$ cat src/rtl/uart_cmd_pkg.sv
// Shared types and constants for the UART command decoder.
//   state_t       : command parser states
//   ASCII_*       : command and whitespace byte codes
package uart_cmd_pkg;

  localparam int unsigned BYTE_WIDTH   = 8;
  localparam int unsigned NIBBLE_WIDTH = 4;

  typedef enum logic [1:0] {
    IDLE   = 2'd0,
    HEX_HI = 2'd1,
    HEX_LO = 2'd2,
    TERM   = 2'd3
  } state_t;

  localparam logic [BYTE_WIDTH-1:0] ASCII_R_UP = 8'h52;
  localparam logic [BYTE_WIDTH-1:0] ASCII_R_LO = 8'h72;
  localparam logic [BYTE_WIDTH-1:0] ASCII_G_UP = 8'h47;
  localparam logic [BYTE_WIDTH-1:0] ASCII_G_LO = 8'h67;
  localparam logic [BYTE_WIDTH-1:0] ASCII_B_UP = 8'h42;
  localparam logic [BYTE_WIDTH-1:0] ASCII_B_LO = 8'h62;
  localparam logic [BYTE_WIDTH-1:0] ASCII_L_UP = 8'h4C;
  localparam logic [BYTE_WIDTH-1:0] ASCII_CR   = 8'h0D;
  localparam logic [BYTE_WIDTH-1:0] ASCII_LF   = 8'h0A;
  localparam logic [BYTE_WIDTH-1:0] ASCII_SP   = 8'h20;

endpackage

$ cat src/rtl/hex_nibble_decode.sv
// Combinational ASCII hex digit decoder.
//   ascii  : input byte
//   nibble : value of the digit (0 when not a hex digit)
//   is_hex : 1 when ascii is 0-9, A-F or a-f
module hex_nibble_decode
  import uart_cmd_pkg::*;
(
  input  logic [BYTE_WIDTH-1:0]   ascii,
  output logic [NIBBLE_WIDTH-1:0] nibble,
  output logic                    is_hex
);

  always_comb begin
    nibble = '0;
    is_hex = 1'b0;
    if (ascii >= 8'h30 && ascii <= 8'h39) begin
      nibble = NIBBLE_WIDTH'(ascii - 8'h30);
      is_hex = 1'b1;
    end else if (ascii >= 8'h41 && ascii <= 8'h46) begin
      nibble = NIBBLE_WIDTH'(ascii - 8'h37);
      is_hex = 1'b1;
    end else if (ascii >= 8'h61 && ascii <= 8'h66) begin
      nibble = NIBBLE_WIDTH'(ascii - 8'h57);
      is_hex = 1'b1;
    end
  end

endmodule

$ cat src/rtl/uart_cmd_decoder.sv
// Decodes ASCII bytes from a UART receiver into RGB channel enables and a
// global brightness level. Commands: R/r G/g B/b set/clear a channel,
// "L<hex><hex><CR|LF>" loads brightness. CR, LF and space are ignored idle.
//   clk_in, reset        : clock, asynchronous active-high reset
//   rx_data/valid/invalid: received byte, strobe, framing error
//   enable_red/green/blue: channel enables
//   brightness           : brightness level
//   cmd_ack / cmd_err    : one-cycle applied / rejected pulses
// Optional macro UART_CMD_TIMEOUT_EN adds an inter-byte timeout that aborts
// partial commands after TIMEOUT_CYCLES idle cycles.
module uart_cmd_decoder
  import uart_cmd_pkg::*;
#(
  parameter int unsigned BRIGHT_WIDTH   = 8,
  parameter int unsigned TIMEOUT_CYCLES = 5320000,
  parameter int unsigned TIMEOUT_WIDTH  = 23
) (
  input  logic                    clk_in,
  input  logic                    reset,
  input  logic [BYTE_WIDTH-1:0]   rx_data,
  input  logic                    rx_valid,
  input  logic                    rx_invalid,
  output logic                    enable_red,
  output logic                    enable_green,
  output logic                    enable_blue,
  output logic [BRIGHT_WIDTH-1:0] brightness,
  output logic                    cmd_ack,
  output logic                    cmd_err
);

  // Elaboration guard: brightness is two hex digits and the counter must hold the timeout.
  if (BRIGHT_WIDTH != 8 || TIMEOUT_CYCLES < 2 || $clog2(TIMEOUT_CYCLES) > TIMEOUT_WIDTH) begin : g_param_check
    $error("uart_cmd_decoder: unsupported parameter combination");
  end

  state_t                  state, state_nxt;
  logic [NIBBLE_WIDTH-1:0] hi_nib, hi_nib_nxt;
  logic [NIBBLE_WIDTH-1:0] lo_nib, lo_nib_nxt;
  logic                    red_nxt, green_nxt, blue_nxt;
  logic [BRIGHT_WIDTH-1:0] bright_nxt;
  logic                    ack_nxt, err_nxt;

  logic [NIBBLE_WIDTH-1:0] dec_nibble;
  logic                    dec_is_hex;

`ifdef UART_CMD_TIMEOUT_EN
  logic [TIMEOUT_WIDTH-1:0] tmo_cnt, tmo_cnt_nxt;
  logic                     tmo_expired;
`endif

  hex_nibble_decode u_hex (
    .ascii  (rx_data),
    .nibble (dec_nibble),
    .is_hex (dec_is_hex)
  );

  // State and output registers.
  always_ff @(posedge clk_in or posedge reset) begin
    if (reset) begin
      state        <= IDLE;
      hi_nib       <= '0;
      lo_nib       <= '0;
      enable_red   <= 1'b1;
      enable_green <= 1'b1;
      enable_blue  <= 1'b1;
      brightness   <= '1;
      cmd_ack      <= 1'b0;
      cmd_err      <= 1'b0;
`ifdef UART_CMD_TIMEOUT_EN
      tmo_cnt      <= '0;
`endif
    end else begin
      state        <= state_nxt;
      hi_nib       <= hi_nib_nxt;
      lo_nib       <= lo_nib_nxt;
      enable_red   <= red_nxt;
      enable_green <= green_nxt;
      enable_blue  <= blue_nxt;
      brightness   <= bright_nxt;
      cmd_ack      <= ack_nxt;
      cmd_err      <= err_nxt;
`ifdef UART_CMD_TIMEOUT_EN
      tmo_cnt      <= tmo_cnt_nxt;
`endif
    end
  end

`ifdef UART_CMD_TIMEOUT_EN
  // Counter only runs mid-command; any received byte restarts the window.
  always_comb begin
    tmo_expired = (state != IDLE) && (tmo_cnt == TIMEOUT_WIDTH'(TIMEOUT_CYCLES - 1));
    tmo_cnt_nxt = tmo_cnt + TIMEOUT_WIDTH'(1);
    if (rx_valid || state == IDLE || tmo_expired) begin
      tmo_cnt_nxt = '0;
    end
  end
`endif

  // Next-state and output decode.
  always_comb begin
    state_nxt  = state;
    hi_nib_nxt = hi_nib;
    lo_nib_nxt = lo_nib;
    red_nxt    = enable_red;
    green_nxt  = enable_green;
    blue_nxt   = enable_blue;
    bright_nxt = brightness;
    ack_nxt    = 1'b0;
    err_nxt    = 1'b0;

    if (rx_valid) begin
      if (rx_invalid) begin
        // Framing errors abort whatever was in progress.
        err_nxt   = 1'b1;
        state_nxt = IDLE;
      end else begin
        unique case (state)
          IDLE: begin
            unique case (rx_data)
              ASCII_R_UP: begin red_nxt   = 1'b1; ack_nxt = 1'b1; end
              ASCII_R_LO: begin red_nxt   = 1'b0; ack_nxt = 1'b1; end
              ASCII_G_UP: begin green_nxt = 1'b1; ack_nxt = 1'b1; end
              ASCII_G_LO: begin green_nxt = 1'b0; ack_nxt = 1'b1; end
              ASCII_B_UP: begin blue_nxt  = 1'b1; ack_nxt = 1'b1; end
              ASCII_B_LO: begin blue_nxt  = 1'b0; ack_nxt = 1'b1; end
              ASCII_L_UP: state_nxt = HEX_HI;
              ASCII_CR, ASCII_LF, ASCII_SP: ;
              default:    err_nxt = 1'b1;
            endcase
          end
          HEX_HI: begin
            if (dec_is_hex) begin
              hi_nib_nxt = dec_nibble;
              state_nxt  = HEX_LO;
            end else begin
              err_nxt   = 1'b1;
              state_nxt = IDLE;
            end
          end
          HEX_LO: begin
            if (dec_is_hex) begin
              lo_nib_nxt = dec_nibble;
              state_nxt  = TERM;
            end else begin
              err_nxt   = 1'b1;
              state_nxt = IDLE;
            end
          end
          TERM: begin
            if (rx_data == ASCII_CR || rx_data == ASCII_LF) begin
              bright_nxt = BRIGHT_WIDTH'({hi_nib, lo_nib});
              ack_nxt    = 1'b1;
            end else begin
              err_nxt = 1'b1;
            end
            state_nxt = IDLE;
          end
          default: state_nxt = IDLE;
        endcase
      end
    end
`ifdef UART_CMD_TIMEOUT_EN
    else if (tmo_expired) begin
      // A byte arriving on the expiry cycle wins, hence the else.
      err_nxt   = 1'b1;
      state_nxt = IDLE;
    end
`endif
  end

endmodule
$ cat config.mk
export PLATFORM = sky130hd
export DESIGN_NAME = uart_cmd_decoder
export DESIGN_NICKNAME = d
export VERILOG_FILES = /design/src/rtl/uart_cmd_pkg.sv /design/src/rtl/hex_nibble_decode.sv /design/src/rtl/uart_cmd_decoder.sv
export SDC_FILE = /design/constraint.sdc
export NUM_CORES = 1
export LEC_CHECK = 0
export CAP_MARGIN = 30
export CORE_MARGIN = 2
export CORE_UTILIZATION = 55
export CTS_CLUSTER_SIZE = 8
export DETAILED_ROUTE_END_ITERATION = 6
export MAX_ROUTING_LAYER = met4
export PLACE_DENSITY = 0.91
export SETUP_SLACK_MARGIN = 0.5
export SLEW_MARGIN = 40
export SYNTH_ARGS = -nofsm -noshare
export SYNTH_HDL_FRONTEND = slang
export SYNTH_SLANG_ARGS = --single-unit
$ cat constraint.sdc
create_clock -name clk_in -period 4.3 [get_ports clk_in]
set_input_delay 0.86 -clock clk_in [delete_from_list [all_inputs] [get_ports clk_in]]
set_output_delay 0.86 -clock clk_in [all_outputs]
set_load 0.1 [all_outputs]
==> reports/qor.csv <==
stage,metric,value,unit
run_status,status,completed,
die,initial_core_util,57.3,%
grt,number_of_antenna_violations_at_the_first_check_in_global_routing,0,
die,die_w,54.6,µm
sta,setup_ws,1610,ps
power,power_density,254,mW/mm²
synth,yosys_warn_count,0,
clock_tree,cts_root_buf,clkbuf_4,
sta,worstMarginPinSlew,556,ps
worst_setup_path,r2r_end,state[0],
worst_setup_path,r2r.worst_path.cells,5,
clock_tree,cts_buffers,3,
hold_path,min_from,enable_blue,
placed_design,placement.setup.worst_slack,1300,ps
power,power_leakage,0.718,nW
route,avgRoutedWirePerCell,14.8,µm
layout,postLayoutCellArea,0.00163,mm²
clock_tree,clock_pin_slew_on_the_worst_setup_and_hold_paths,140,ps
clock_tree,tritoncts_num_sinks,23,
worst_setup_path,nature_of_the_critical_path_endpoint,flop,
grt,grt_pass1_vias,1015,
clock_tree,cts.repair_timing.setup_buffer_count,0,
sta,fin_setup_tns,0,ps
layout,final_cell_mix,"mux2_2 (13), buf_2 (13), dfrtp_1 (12), dfstp_2 (11), clkdlybuf4s50_1 (11)",
synth,synth.avg_cell_area,10.9,µm²
layout,drive_gt1_share,31.8,%
clock_tree,clockBufferDepth,2,
layout,area_of_the_multi_input_gates,754,µm²
grt,wire_length_of_the_first_global_routing_pass,4.56,mm
die,die_height,54.6,µm
synth,synthArstFlopShare,100,%
worst_setup_path,timing.critical_path.cells,clkdlybuf4s50_1 -> inv_1 -> ha_1 -> nand3b_1 -> o21ai_0 -> o21ai_0 -> a221o_2,
grt,grt_overflow,0,
sta,setup_violations,0,
hold_path,hold-path-endpoint,enable_blue,
worst_setup_path,critPathMostFrequentCell,o21ai_0,
clock_tree,cts_repair_resize_count,0,
hold_path,min-delay-path-class,reg2reg,
sta,timing.final.crit_period,2690,ps
clock_tree,cts_htree_levels,1,
grt,grtUsageTotal,21.3,%
synth,synthesis.area,0.00141,mm²
placed_design,port_buffers,24,
sta,rsz0062_at_grt,no,
synth,number_of_flops_mapped_to_enable_cells_by_yosys,0,
layout,fin_nets,176,
run,cap_violations,0,
worst_setup_path,critical-path-top-delay-family,compound AO/OA/AOI/OAI gates,
layout,post-route-util,66.2,%
worst_setup_path,cpPeakStageDelay,560,ps
die,design.die.area,0.00298,mm²
synth,postSynth.topFlopCell,dfrtp_1,
worst_setup_path,cp.arrival,2900,ps
route,route.antenna.remaining_nets,0,
worst_setup_path,reg2reg_slack,2650,ps
worst_setup_path,path_class,in2reg,
route,detailroute.via_count,1073,
clock_tree,ctsHoldBuffers,0,
worst_setup_path,worst_ep_required_time,4510,ps
sta,max_freq,372,MHz
worst_setup_path,crit_slowest_cell,clkdlybuf4s50_1,
sta,fin_crit_sh,62.6,%
die,floorplan.core_area,0.00245,mm²
layout,num_antenna_cells,0,
route,drt_iter0_drc,34,
synth,post_synth_num_cell_types,41,
synth,instance_count_of_the_mapped_netlist,129,
route,drtPass1Iterations,5,
hold_path,worst_hold_path.num_cells,2,
sta,finalClockSkew,8.75,ps
grt,grt_start_max_net_pins,24,
sta,timing.max_slew.rel_slack,62.8,%
synth,synth.ff_latch_count,23,
layout,area_overhead_vs_synth,15.5,%
synth,synth_sequential_area_ratio,41.9,%
route,wirelength,2.73,mm
placed_design,gpl.final_weighted_congestion,0.908,
worst_setup_path,cp_num_buf_inv,2,
die,io_pins,25,
sta,timing_max_transition_violations_final,0,
layout,final-seq-area,589,µm²
synth,postSynthNetCount,150,
die,fp-row-count,18,
sta,report.final.hold_viol_count,0,
clock_tree,insertion_delay,300,ps
worst_setup_path,timing.critical_path.fanout_max,10,
worst_setup_path,reg2reg_from,state[0],
placed_design,hpwlAfterDp,2.17,mm
clock_tree,cts_tree,yes,
layout,n_fill_cell,188,
route,vias_per_cell,5.83,
route,drc,0,
power,max-vdd-ir-drop,0.000270,V
placed_design,place_area,0.00160,mm²
worst_setup_path,crit_path_start_kind,input pin,
## registers in the layout, indices dropped and copies added (netlist names)
name,flops
brightness,8
enable_green,1
lo_nib,4
hi_nib,4
state,2
cmd_ack,1
enable_blue,1
enable_red,1
cmd_err,1
## layout make-up
class | count | area share [%]
sequential | 23 | 36.3
multi-input combinational | 92 | 46.4
clock buffer | 3 | 1.39
tap | 30 | 2.31
inverter | 11 | 2.54
clock inverter | 1 | 0.308
timing repair buffer | 24 | 10.8
## worst max-delay path by stage
stage          startpoint        to  slack, ps  cells after the start
2_1_floorplan  rx_data[1]  state[0]       2060                      6
3_3_place_gp   rx_data[0]  state[0]       1370                      7
3_5_place_dp   rx_data[0]  state[0]       1300                      7
4_1_cts        rx_data[0]  state[0]       1620                      7
5_1_grt        rx_data[0]  state[0]       1390                      7
6_report       rx_data[0]  state[0]       1610                      7
## cell usage after synthesis (2+ instances only)
cell,count,area [µm²]
nand3_1,3,15.0
o2bb2ai_1,2,17.5
a21oi_2,2,17.5
a21oi_1,3,15.0
a41oi_1,2,17.5
nor2b_1,4,25.0
nor2_1,4,15.0
mux2_2,13,146
nand4_1,2,12.5
nand2_1,6,22.5
and3_1,2,12.5
nand2b_1,2,12.5
a31oi_1,2,12.5
a22o_1,2,17.5
a21o_1,3,22.5
o21ai_0,9,45.0
dfrtp_1,12,300
nand4bb_1,2,22.5
dfstp_2,11,289
and2_1,4,25.0
inv_1,11,41.3
ha_1,9,113
## kinds of logic after synthesis
| group | Yosys count | share of synthesized area, % |
|---|---|---|
| simple gates | 36 | 16.4 |
| compound gates | 34 | 18.8 |
| flops | 23 | 41.9 |
| buf+inv | 14 | 4.53 |
| mux | 13 | 10.4 |
| fa+ha+maj | 9 | 8.00 |
## tightest hold or removal path, stage by stage, from the launching register on
cell     delay [ps]
dfstp_2         390
nand2_1          40
o21ai_0          70
## power breakdown
part	switching (mW)	internal, mW	leakage [nW]	total (mW)
Combinational	0.0551	0.0293	0.437	0.0844
Sequential	0.00400	0.224	0.263	0.228
Clock	0.0654	0.0346	0.0177	0.100
## layer usage
layer	up-vias	wire length [µm]	part of all wire, %	GRT usage (%)
met2	26	1360	50	36.1
met5	-	0	0	-
met3	0	97	3.6	3.28
met1	522	1270	47	27.4
met4	0	0	0	2.92
li1	525	-	-	-
## per-stage QoR
| stage | instances | power, mW | hold WS [ps] |
|---|---|---|---|
| after floorplan | 129 | 0.290 | 475 |
| after global placement | 180 | 0.315 | 470 |
| after detailed placement | 180 | 0.316 | 476 |
| after CTS | 184 | 0.415 | 495 |
| after global routing | 184 | 0.431 | 528 |
| final | 184 | 0.413 | 491 |
(Power assumes the default switching activity.)
